`src/rtl/risc_controller_pkg.sv`:
```
// Shared VeriRISC definitions: opcodes, sequencer phases, control word.
// Imported by the controller, and by the ALU and IR blocks.
// Pure declarations; no logic, no timing.
package risc_pkg;

  // The ISA fixes the opcode field at three bits.
  localparam int OP_WIDTH = 3;

  typedef enum logic [2:0] {
    HLT = 3'd0,
    SKZ = 3'd1,
    ADD = 3'd2,
    AND = 3'd3,
    XOR = 3'd4,
    LDA = 3'd5,
    STO = 3'd6,
    JMP = 3'd7
  } opcode_t;

  typedef enum logic [2:0] {
    INST_ADDR  = 3'd0,
    INST_FETCH = 3'd1,
    INST_LOAD  = 3'd2,
    IDLE       = 3'd3,
    OP_ADDR    = 3'd4,
    OP_FETCH   = 3'd5,
    ALU_OP     = 3'd6,
    STORE      = 3'd7
  } phase_t;

  // Full set of controller strobes, kept together so the decode can
  // clear everything with a single default.
  typedef struct packed {
    logic sel;
    logic rd;
    logic ld_ir;
    logic inc_pc;
    logic ld_pc;
    logic halt;
    logic data_e;
    logic ld_ac;
    logic wr;
  } ctrl_t;

  // Opcodes that read an operand from memory and load the accumulator.
  function automatic logic is_aluop(input opcode_t op);
    return (op == ADD) || (op == AND) || (op == XOR) || (op == LDA);
  endfunction

endpackage

```
`src/rtl/risc_controller_if.sv`:
```
// Controller <-> datapath strobe bundle.
// master: the sequencer (drives strobes, reads opcode/zero).
// slave: the datapath side (IR, ALU, PC, memory).
interface risc_controller_if;
  import risc_pkg::*;

  logic [OP_WIDTH-1:0] opcode;
  logic                zero;
  logic                sel;
  logic                rd;
  logic                ld_ir;
  logic                inc_pc;
  logic                ld_pc;
  logic                halt;
  logic                data_e;
  logic                ld_ac;
  logic                wr;
  logic [2:0]          phase;

  modport master (
    input  opcode, zero,
    output sel, rd, ld_ir, inc_pc, ld_pc, halt, data_e, ld_ac, wr, phase
  );

  modport slave (
    output opcode, zero,
    input  sel, rd, ld_ir, inc_pc, ld_pc, halt, data_e, ld_ac, wr, phase
  );

endinterface

```
`src/rtl/risc_controller.sv`:
```
// VeriRISC instruction sequencer: fixed 8-phase cycle per instruction.
// Strobes are combinational from the current phase (same-cycle decode).
// No backpressure; HLT parks the sequencer in OP_ADDR until reset when sticky.
module risc_controller #(
  parameter int OP_WIDTH    = 3,
  parameter bit HALT_STICKY = 1'b1
) (
  input  logic              clk,
  input  logic              rst,
  risc_controller_if.master bus
);
  import risc_pkg::*;

  // The opcode comes straight from the IR, which only changes on ld_ir
  // phases, so it is stable through OP_ADDR..STORE and is not re-registered.
  logic [OP_WIDTH-1:0] op_raw;
  opcode_t             op;
  logic                aluop;

  assign op_raw = bus.opcode;
  assign op     = opcode_t'(op_raw);
  assign aluop  = is_aluop(op);

  phase_t phase_q;
  phase_t phase_d;
  logic   halted_q;
  logic   halted_d;
  ctrl_t  ctl;

  // Phase and halted-flag state; reset aborts any instruction in flight.
  always_ff @(posedge clk or posedge rst) begin
    if (rst) begin
      phase_q  <= INST_ADDR;
      halted_q <= 1'b0;
    end else begin
      phase_q  <= phase_d;
      halted_q <= halted_d;
    end
  end

  // Next state: advance every edge, except freeze in OP_ADDR on a sticky HLT.
  always_comb begin
    phase_d  = phase_q;
    halted_d = halted_q;
    if (!halted_q) begin
      if (HALT_STICKY && (phase_q == OP_ADDR) && (op == HLT)) begin
        halted_d = 1'b1;
      end else begin
        phase_d = phase_t'(phase_q + 3'd1);
      end
    end
  end

  // Strobe decode per phase; a halted core drives only halt.
  always_comb begin
    ctl = '0;
    unique case (phase_q)
      INST_ADDR: begin
        ctl.sel = 1'b1;
      end
      INST_FETCH: begin
        ctl.sel = 1'b1;
        ctl.rd  = 1'b1;
      end
      INST_LOAD, IDLE: begin
        ctl.sel   = 1'b1;
        ctl.rd    = 1'b1;
        ctl.ld_ir = 1'b1;
      end
      OP_ADDR: begin
        ctl.inc_pc = 1'b1;
        ctl.halt   = (op == HLT);
      end
      OP_FETCH: begin
        ctl.rd = aluop;
      end
      ALU_OP: begin
        // SKZ skips the next instruction by giving the PC a second increment.
        ctl.rd     = aluop;
        ctl.inc_pc = (op == SKZ) && bus.zero;
        ctl.ld_pc  = (op == JMP);
      end
      STORE: begin
        // JMP reloads the PC a second time with the same target.
        ctl.rd     = aluop;
        ctl.ld_ac  = aluop;
        ctl.ld_pc  = (op == JMP);
        ctl.wr     = (op == STO);
        ctl.data_e = (op == STO);
      end
      default: begin
        ctl = '0;
      end
    endcase
    if (halted_q) begin
      ctl      = '0;
      ctl.halt = 1'b1;
    end
  end

  assign bus.sel    = ctl.sel;
  assign bus.rd     = ctl.rd;
  assign bus.ld_ir  = ctl.ld_ir;
  assign bus.inc_pc = ctl.inc_pc;
  assign bus.ld_pc  = ctl.ld_pc;
  assign bus.halt   = ctl.halt;
  assign bus.data_e = ctl.data_e;
  assign bus.ld_ac  = ctl.ld_ac;
  assign bus.wr     = ctl.wr;
  assign bus.phase  = phase_q;

  // The PC counter must never be told to count and load at once.
  a_pc_exclusive: assert property (@(posedge clk) disable iff (rst)
    !(ctl.inc_pc && ctl.ld_pc));

  // Memory writes always come with the accumulator driving the bus.
  a_wr_needs_data_e: assert property (@(posedge clk) disable iff (rst)
    (!ctl.wr || ctl.data_e));

endmodule

```
`src/flat_wrapper.sv`:
```
// flat-port wrapper written by rule: the top's interface ports become plain ports
module risc_controller_flat import risc_pkg::*;
#(
  parameter int OP_WIDTH    = 3,
  parameter bit HALT_STICKY = 1'b1
)
  (clk, rst, bus_opcode, bus_zero, bus_sel, bus_rd, bus_ld_ir, bus_inc_pc, bus_ld_pc, bus_halt, bus_data_e, bus_ld_ac, bus_wr, bus_phase);
  risc_controller_if bus_i ();
  input  logic clk;
  input  logic rst;
  input wire logic [$bits(bus_i.opcode)-1:0] bus_opcode;
  input wire logic [$bits(bus_i.zero)-1:0] bus_zero;
  output wire logic [$bits(bus_i.sel)-1:0] bus_sel;
  output wire logic [$bits(bus_i.rd)-1:0] bus_rd;
  output wire logic [$bits(bus_i.ld_ir)-1:0] bus_ld_ir;
  output wire logic [$bits(bus_i.inc_pc)-1:0] bus_inc_pc;
  output wire logic [$bits(bus_i.ld_pc)-1:0] bus_ld_pc;
  output wire logic [$bits(bus_i.halt)-1:0] bus_halt;
  output wire logic [$bits(bus_i.data_e)-1:0] bus_data_e;
  output wire logic [$bits(bus_i.ld_ac)-1:0] bus_ld_ac;
  output wire logic [$bits(bus_i.wr)-1:0] bus_wr;
  output wire logic [$bits(bus_i.phase)-1:0] bus_phase;
  assign bus_i.opcode = bus_opcode;
  assign bus_i.zero = bus_zero;
  assign bus_sel = bus_i.sel;
  assign bus_rd = bus_i.rd;
  assign bus_ld_ir = bus_i.ld_ir;
  assign bus_inc_pc = bus_i.inc_pc;
  assign bus_ld_pc = bus_i.ld_pc;
  assign bus_halt = bus_i.halt;
  assign bus_data_e = bus_i.data_e;
  assign bus_ld_ac = bus_i.ld_ac;
  assign bus_wr = bus_i.wr;
  assign bus_phase = bus_i.phase;
  risc_controller #(.OP_WIDTH(OP_WIDTH), .HALT_STICKY(HALT_STICKY)) u_core (.clk(clk), .rst(rst), .bus(bus_i));
endmodule
```
`config.mk`:
```
export PLATFORM = sky130hd
export DESIGN_NAME = risc_controller_flat
export DESIGN_NICKNAME = d
export VERILOG_FILES = /design/src/rtl/risc_controller_pkg.sv /design/src/rtl/risc_controller_if.sv /design/src/rtl/risc_controller.sv /design/src/flat_wrapper.sv
export SDC_FILE = /design/constraint.sdc
export NUM_CORES = 1
export LEC_CHECK = 0
export CAP_MARGIN = 40
export CORE_AREA = 5 5 42 44
export DETAILED_ROUTE_END_ITERATION = 8
export DIE_AREA = 0 0 47 49
export PLACE_DENSITY = 0.59
export SLEW_MARGIN = 10
export SYNTH_ARGS = -nofsm -noshare
export SYNTH_HDL_FRONTEND = slang
export SYNTH_SLANG_ARGS = --single-unit
```
`constraint.sdc`:
```
create_clock -name clk -period 2.15 [get_ports clk]
set_input_delay 0.645 -clock clk [delete_from_list [all_inputs] [get_ports clk]]
set_output_delay 0.645 -clock clk [all_outputs]
set_load 0.005 [all_outputs]
```
# ---- Word level (Yosys, flattened, before mapping)
# Index checks and enable logic that the tools add are counted.
dict set report word_totals {
  ff_bits 4
  inputBits 6
  out_inout_bits 12
}
dict set report op_classes {
  n_addsub 1
  eq_ne 14
  n_mux 10
  n_bitwise 2
  n_reduce_logical 13
}
# cell count
set op_table {}
lappend op_table {{3-bit == test, second input constant} 8}
lappend op_table {{3-bit by 2-bit == test with 1-bit output, second input constant} 4}
lappend op_table {{9-bit two-way mux} 1}
lappend op_table {{3-bit by 1-bit == test with 1-bit output, second input constant} 2}
lappend op_table {{3-bit zero test} 2}
lappend op_table {{1-bit two-way mux} 6}
lappend op_table {{3-bit OR reduction} 2}
lappend op_table {{1-bit one-hot mux with 2 select lines} 2}
lappend op_table {{2-bit OR reduction} 2}
lappend op_table {{4-bit OR reduction} 1}
lappend op_table {{3-bit by 1-bit adder with 3-bit output, second input constant} 1}
lappend op_table {{1-bit logical OR} 3}
lappend op_table {{3-bit two-way mux} 1}
lappend op_table {{1-bit logical AND} 2}
lappend op_table {{1-bit NOT} 2}
lappend op_table {{2-bit AND reduction} 1}

# ---- Logic depth before layout (Yosys ltp)
# Gate-level depths: netlist of run 1.
dict set report logic_depth {
  depth_word 6
  ltp_mapped 5
  mapped_depth_nobuf 5
}

# ---- Worst setup path before layout of run 1
# Ideal clock, no wire load.
dict set report synth_timing {
  kind {reg2out}
  start {register u_core.phase_q[0] (netlist: u_core.bus.phase[0])}
  end {output bus_sel}
  arrival_ps 1285
  slack_ps 220
  path_stages_with_launch 6
  n_path_buf 0
  path_cell_list {dfrtp_1 > inv_1 > ha_1 > or3_1 > a21oi_1 > nor2_1}
}
dict set report synth_via {
  elab_chain_cells 4
  word_cells_on_any_way 7
  classes_between {eq/ne: 3; mux: 2; reduce/logical: 2}
}
# item line
set synth_lines {}
lappend synth_lines {{start, declared} risc_controller.sv:24} ;# phase_t phase_q;
lappend synth_lines {{start signal, assigned} risc_controller.sv:36} ;# phase_q <= phase_d;
lappend synth_lines {{3-bit by 1-bit == test with 1-bit output (tied with other cells)} risc_controller.sv:57} ;# unique case (phase_q)
lappend synth_lines {{4-bit OR reduction (no source line) *} --}
lappend synth_lines {{1-bit two-way mux *} risc_controller.sv:57}
lappend synth_lines {{9-bit two-way mux *} risc_controller.sv:95} ;# if (halted_q) begin
lappend synth_lines {{end, declared} flat_wrapper.sv:13} ;# output wire logic [$bits(bus_i.sel)-1:0] bus_sel;
# Mark *: on every way between the ends. The rest lies on a longest branch, timed or not.

# ---- Worst setup path in the final report of run 1
dict set report layout_timing {
  start {register u_core.phase_q[1] (netlist: u_core.bus.phase[1])}
  end {output bus_sel}
}
# Same word-level chain as after synthesis.

==> load_flow_metrics.sql, run 1 <==
INSERT INTO impl_metrics (metric_group, metric, value, unit) VALUES
('outcome', 'status', 'finished with violations', ''),
('outcome', 'failed_checks', 'negative setup slack', ''),
('finish', 'final_net_count', '109', ''),
('clocking', 'cts_made_buffers', '3', ''),
('critical_path', 'worst-endpoint-required', '1.50', 'ns'),
('yosys', 'number_of_nets_in_the_synthesized_netlist', '55', ''),
('placed_design', 'dpl_worst_slack', '-0.7582', 'ns'),
('clocking', 'clk_buf_depth', '2', ''),
('placed_design', 'detailed_place_hpwl', '827.2', 'µm'),
('die', 'start_util', '26.61', '%'),
('critical_path', 'setup.worst_path.start_class', 'flip-flop', ''),
('sta', 'maxSlewHeadroom', '83.52', '%'),
('power_and_ir_drop', 'power.net_switching', '571.4', 'µW'),
('finish', 'area_added_between_synthesis_and_finish', '164.4', '%'),
('route', 'detailroute.via_count', '518', ''),
('power_and_ir_drop', 'power_density', '1528', 'nW/µm²'),
('global_routing', 'pin_count_of_the_biggest_net_entering_global_routing', '6', ''),
('clocking', 'number_of_buffers_inserted_for_hold_repair_after_clock_tree_synthesis', '0', ''),
('global_routing', 'grt_pass1_vias', '594', ''),
('yosys', 'synth_area', '372.9', 'µm²'),
('yosys', 'synthDistinctLibCells', '20', ''),
('die', 'rows', '14', ''),
('critical_path', 'cp_cell_sequence', 'buf_6, ha_4, or3_4, a21oi_2, nor2_1, buf_2', ''),
('finish', 'nFillCells', '96', ''),
('critical_path', 'worstSetupEndpointType', 'primary output', ''),
('yosys', 'synth_cells', '43', ''),
('finish', 'stdcell_count', '111', ''),
('route', 'detail_route.iter0.violations', '2', ''),
('power_and_ir_drop', 'vdd_drop_max', '0.0008184', 'V'),
('power_and_ir_drop', 'p_clk_share', '6.1', '%'),
('clocking', 'worst_setup_hold_path_clk_slew', '0.04', 'ns'),
('sta', 'post-route-period-util', '104.7', '%'),
('power_and_ir_drop', 'seq_power_share', '12.5', '%'),
('placed_design', 'final_wtd_congestion', '0.6709', ''),
('route', 'drt_pre_antenna_iters', '2', ''),
('clocking', 'number_of_levels_in_the_clock_h_tree', '1', ''),
('global_routing', 'met3_track_demand_over_resource_in_global_routing', '3.321', '%'),
('clocking', 'clockRootBuffer', 'clkbuf_4', ''),
('critical_path', 'critPathKind', 'flip-flop to primary output', ''),
('sta', 'final_hold_viol_count', '0', ''),
('power_and_ir_drop', 'power.static_leakage', '0.4802', 'nW'),
('critical_path', 'reg2reg_from', 'u_core.bus.phase[0]', ''),
('route', 'vias_per_cell', '4.667', ''),
('yosys', 'syn_avg_cell_area', '8.671', 'µm²'),
('sta', 'final_worst_setup_slack', '-0.1005', 'ns'),
('placed_design', 'detailed_place.area', '660.6', 'µm²'),
('yosys', 'seq_cells_post_synth', '4', ''),
('global_routing', 'grt_first_pass_wirelength', '2615', 'µm'),
('finish', 'layout.cell_area.non_filler', '985.9', 'µm²'),
('die', 'pin_count', '18', ''),
('critical_path', 'reg2reg_slack', '0.11', 'ns'),
('sta', 'tns', '-0.2861', 'ns'),
('finish', 'total_area_of_sequential_cells', '102.6', 'µm²'),
('yosys', 'ys_seq_area_share', '26.85', '%'),
('clocking', 'tritoncts', 'yes', ''),
('global_routing', 'grt_remaining_overflow', '0', ''),
('finish', 'layout.core_utilization', '70.36', '%'),
('die', 'floorplan.core_area', '1401', 'µm²'),
('route', 'drt_drc_violations_left', '0', ''),
('min_path', 'hold_class', 'primary input to asynchronous set/reset pin', ''),
('die', 'die_area', '2303', 'µm²'),
('finish', 'multi_input_area', '409.1', 'µm²'),
('sta', 'timing.clock.skew', '0.002913', 'ns'),
('sta', 'clock.fmax', '444.3', 'MHz'),
('sta', 'finalSetupViolations', '5', ''),
('finish', 'final_layout_size_suffix_gt1_share', '75.79', '%'),
('global_routing', 'grt-busiest-layer', 'met2', ''),
('sta', 'drv_slew', '0', ''),
('finish', 'final_cell_mix', 'buf_4 (27), buf_6 (8), buf_2 (8)', ''),
('critical_path', 'slowest_stage_cell_crit_path', 'dfrtp_1', ''),
('finish', 'insertedDiodeCount', '0', '');
synthesized netlist by cell type:
library cell,instances,area (µm²)
dfrtp_1,4,100.1
mux2_4,1,15.01
xnor2_1,2,17.52
nor2b_1,1,6.260
nand2_1,3,11.26
o32ai_1,1,8.760
nor3b_2,1,12.51
nor3b_1,1,7.510
a41oi_1,1,8.760
nor2_1,4,15.01
a21oi_2,1,8.760
nor4b_1,1,8.760
a31oi_1,1,6.260
a21oi_1,3,15.01
nor4_1,1,6.260
inv_1,7,26.28
or3_1,1,6.260
ha_1,6,75.07
buf_4,1,7.510
nor3_1,2,10.01
critical path: cells and delay by family (launching register included):
kind                     cells  cell delay (ns)
buffers and inverters        2             0.26
flip-flops                   1             0.41
adder cells (fa/ha/maj)      1             0.16
AO/OA/AOI/OAI                1             0.14
AND/OR/NAND/NOR              2             0.40
final cells by class:
cell class	count	area share (%)
flip-flops and latches	4	10.41
multi-input cells	31	41.50
well taps	16	2.030
repair buffers	50	40.86
clock buffers	3	2.284
inverters	7	2.919
layer usage:
layer,routed length (µm),vias to the layer above
met5,0,-
met4,61,0
met3,111,6
met2,919,20
met1,562,239
li1,-,253
registers in the layout (all words and copies together), names as in the netlist:
register and flops:
u_core.halted_q 1, u_core.bus.phase 3
worst paths after layout:
kind                                       end  depth (start not counted)
max in group asynchronous  u_core.bus.phase[2]                          2
min in group clk           u_core.bus.phase[2]                          2
max reg2reg                u_core.bus.phase[0]                         13
min reg2reg                u_core.bus.phase[2]                          2
min                        u_core.bus.phase[1]                          2
max                                    bus_sel                          6
through the flow:
step	hold WS [ns]	total power, mW
after detailed placement	0.6678	0.7971
after global placement	0.6665	0.7920
final	0.5935	1.506
after global routing	0.5993	1.632
after CTS	0.5882	1.292
after floorplan	0.4111	0.4291
power by group through the flow:
| stage | Clock [mW] | Sequential [mW] | Combinational (mW) |
|---|---|---|---|
| after floorplan | 0 | 0.165 | 0.264 |
| after global placement | 0 | 0.161 | 0.631 |
| after detailed placement | 0 | 0.161 | 0.636 |
| after CTS | 0.0969 | 0.168 | 1.03 |
| after global routing | 0.100 | 0.196 | 1.34 |
| final | 0.0923 | 0.188 | 1.23 |
what timing repair did:
item                                    4_1_cts  5_1_grt
gates resized for setup                      68       23
endpoints found under the setup margin        9        9
pin swaps                                    13       13
setup buffers                                22        3
cell families (layout without fill, tap and decap cells):
family | Yosys count | in the layout | share of synthesized area, %
AND/OR/NAND/NOR | 15 | 15 | 22.49
buffers and inverters | 8 | 60 | 9.062
AO/OA/AOI/OAI | 7 | 7 | 12.75
adder cells (fa/ha/maj) | 6 | 6 | 20.13
flip-flops | 4 | 4 | 26.85
XOR/XNOR | 2 | 2 | 4.699
multiplexers | 1 | 1 | 4.026
Note: power is estimated with default switching activity, not from simulation.
==> run 2, diff against run 1 <==
ABC_CLOCK_PERIOD_IN_PS = 2150   (was default)
==> results of run 2 <==
Same layout as run 1: the final DEF is identical, and so are final timing and power.
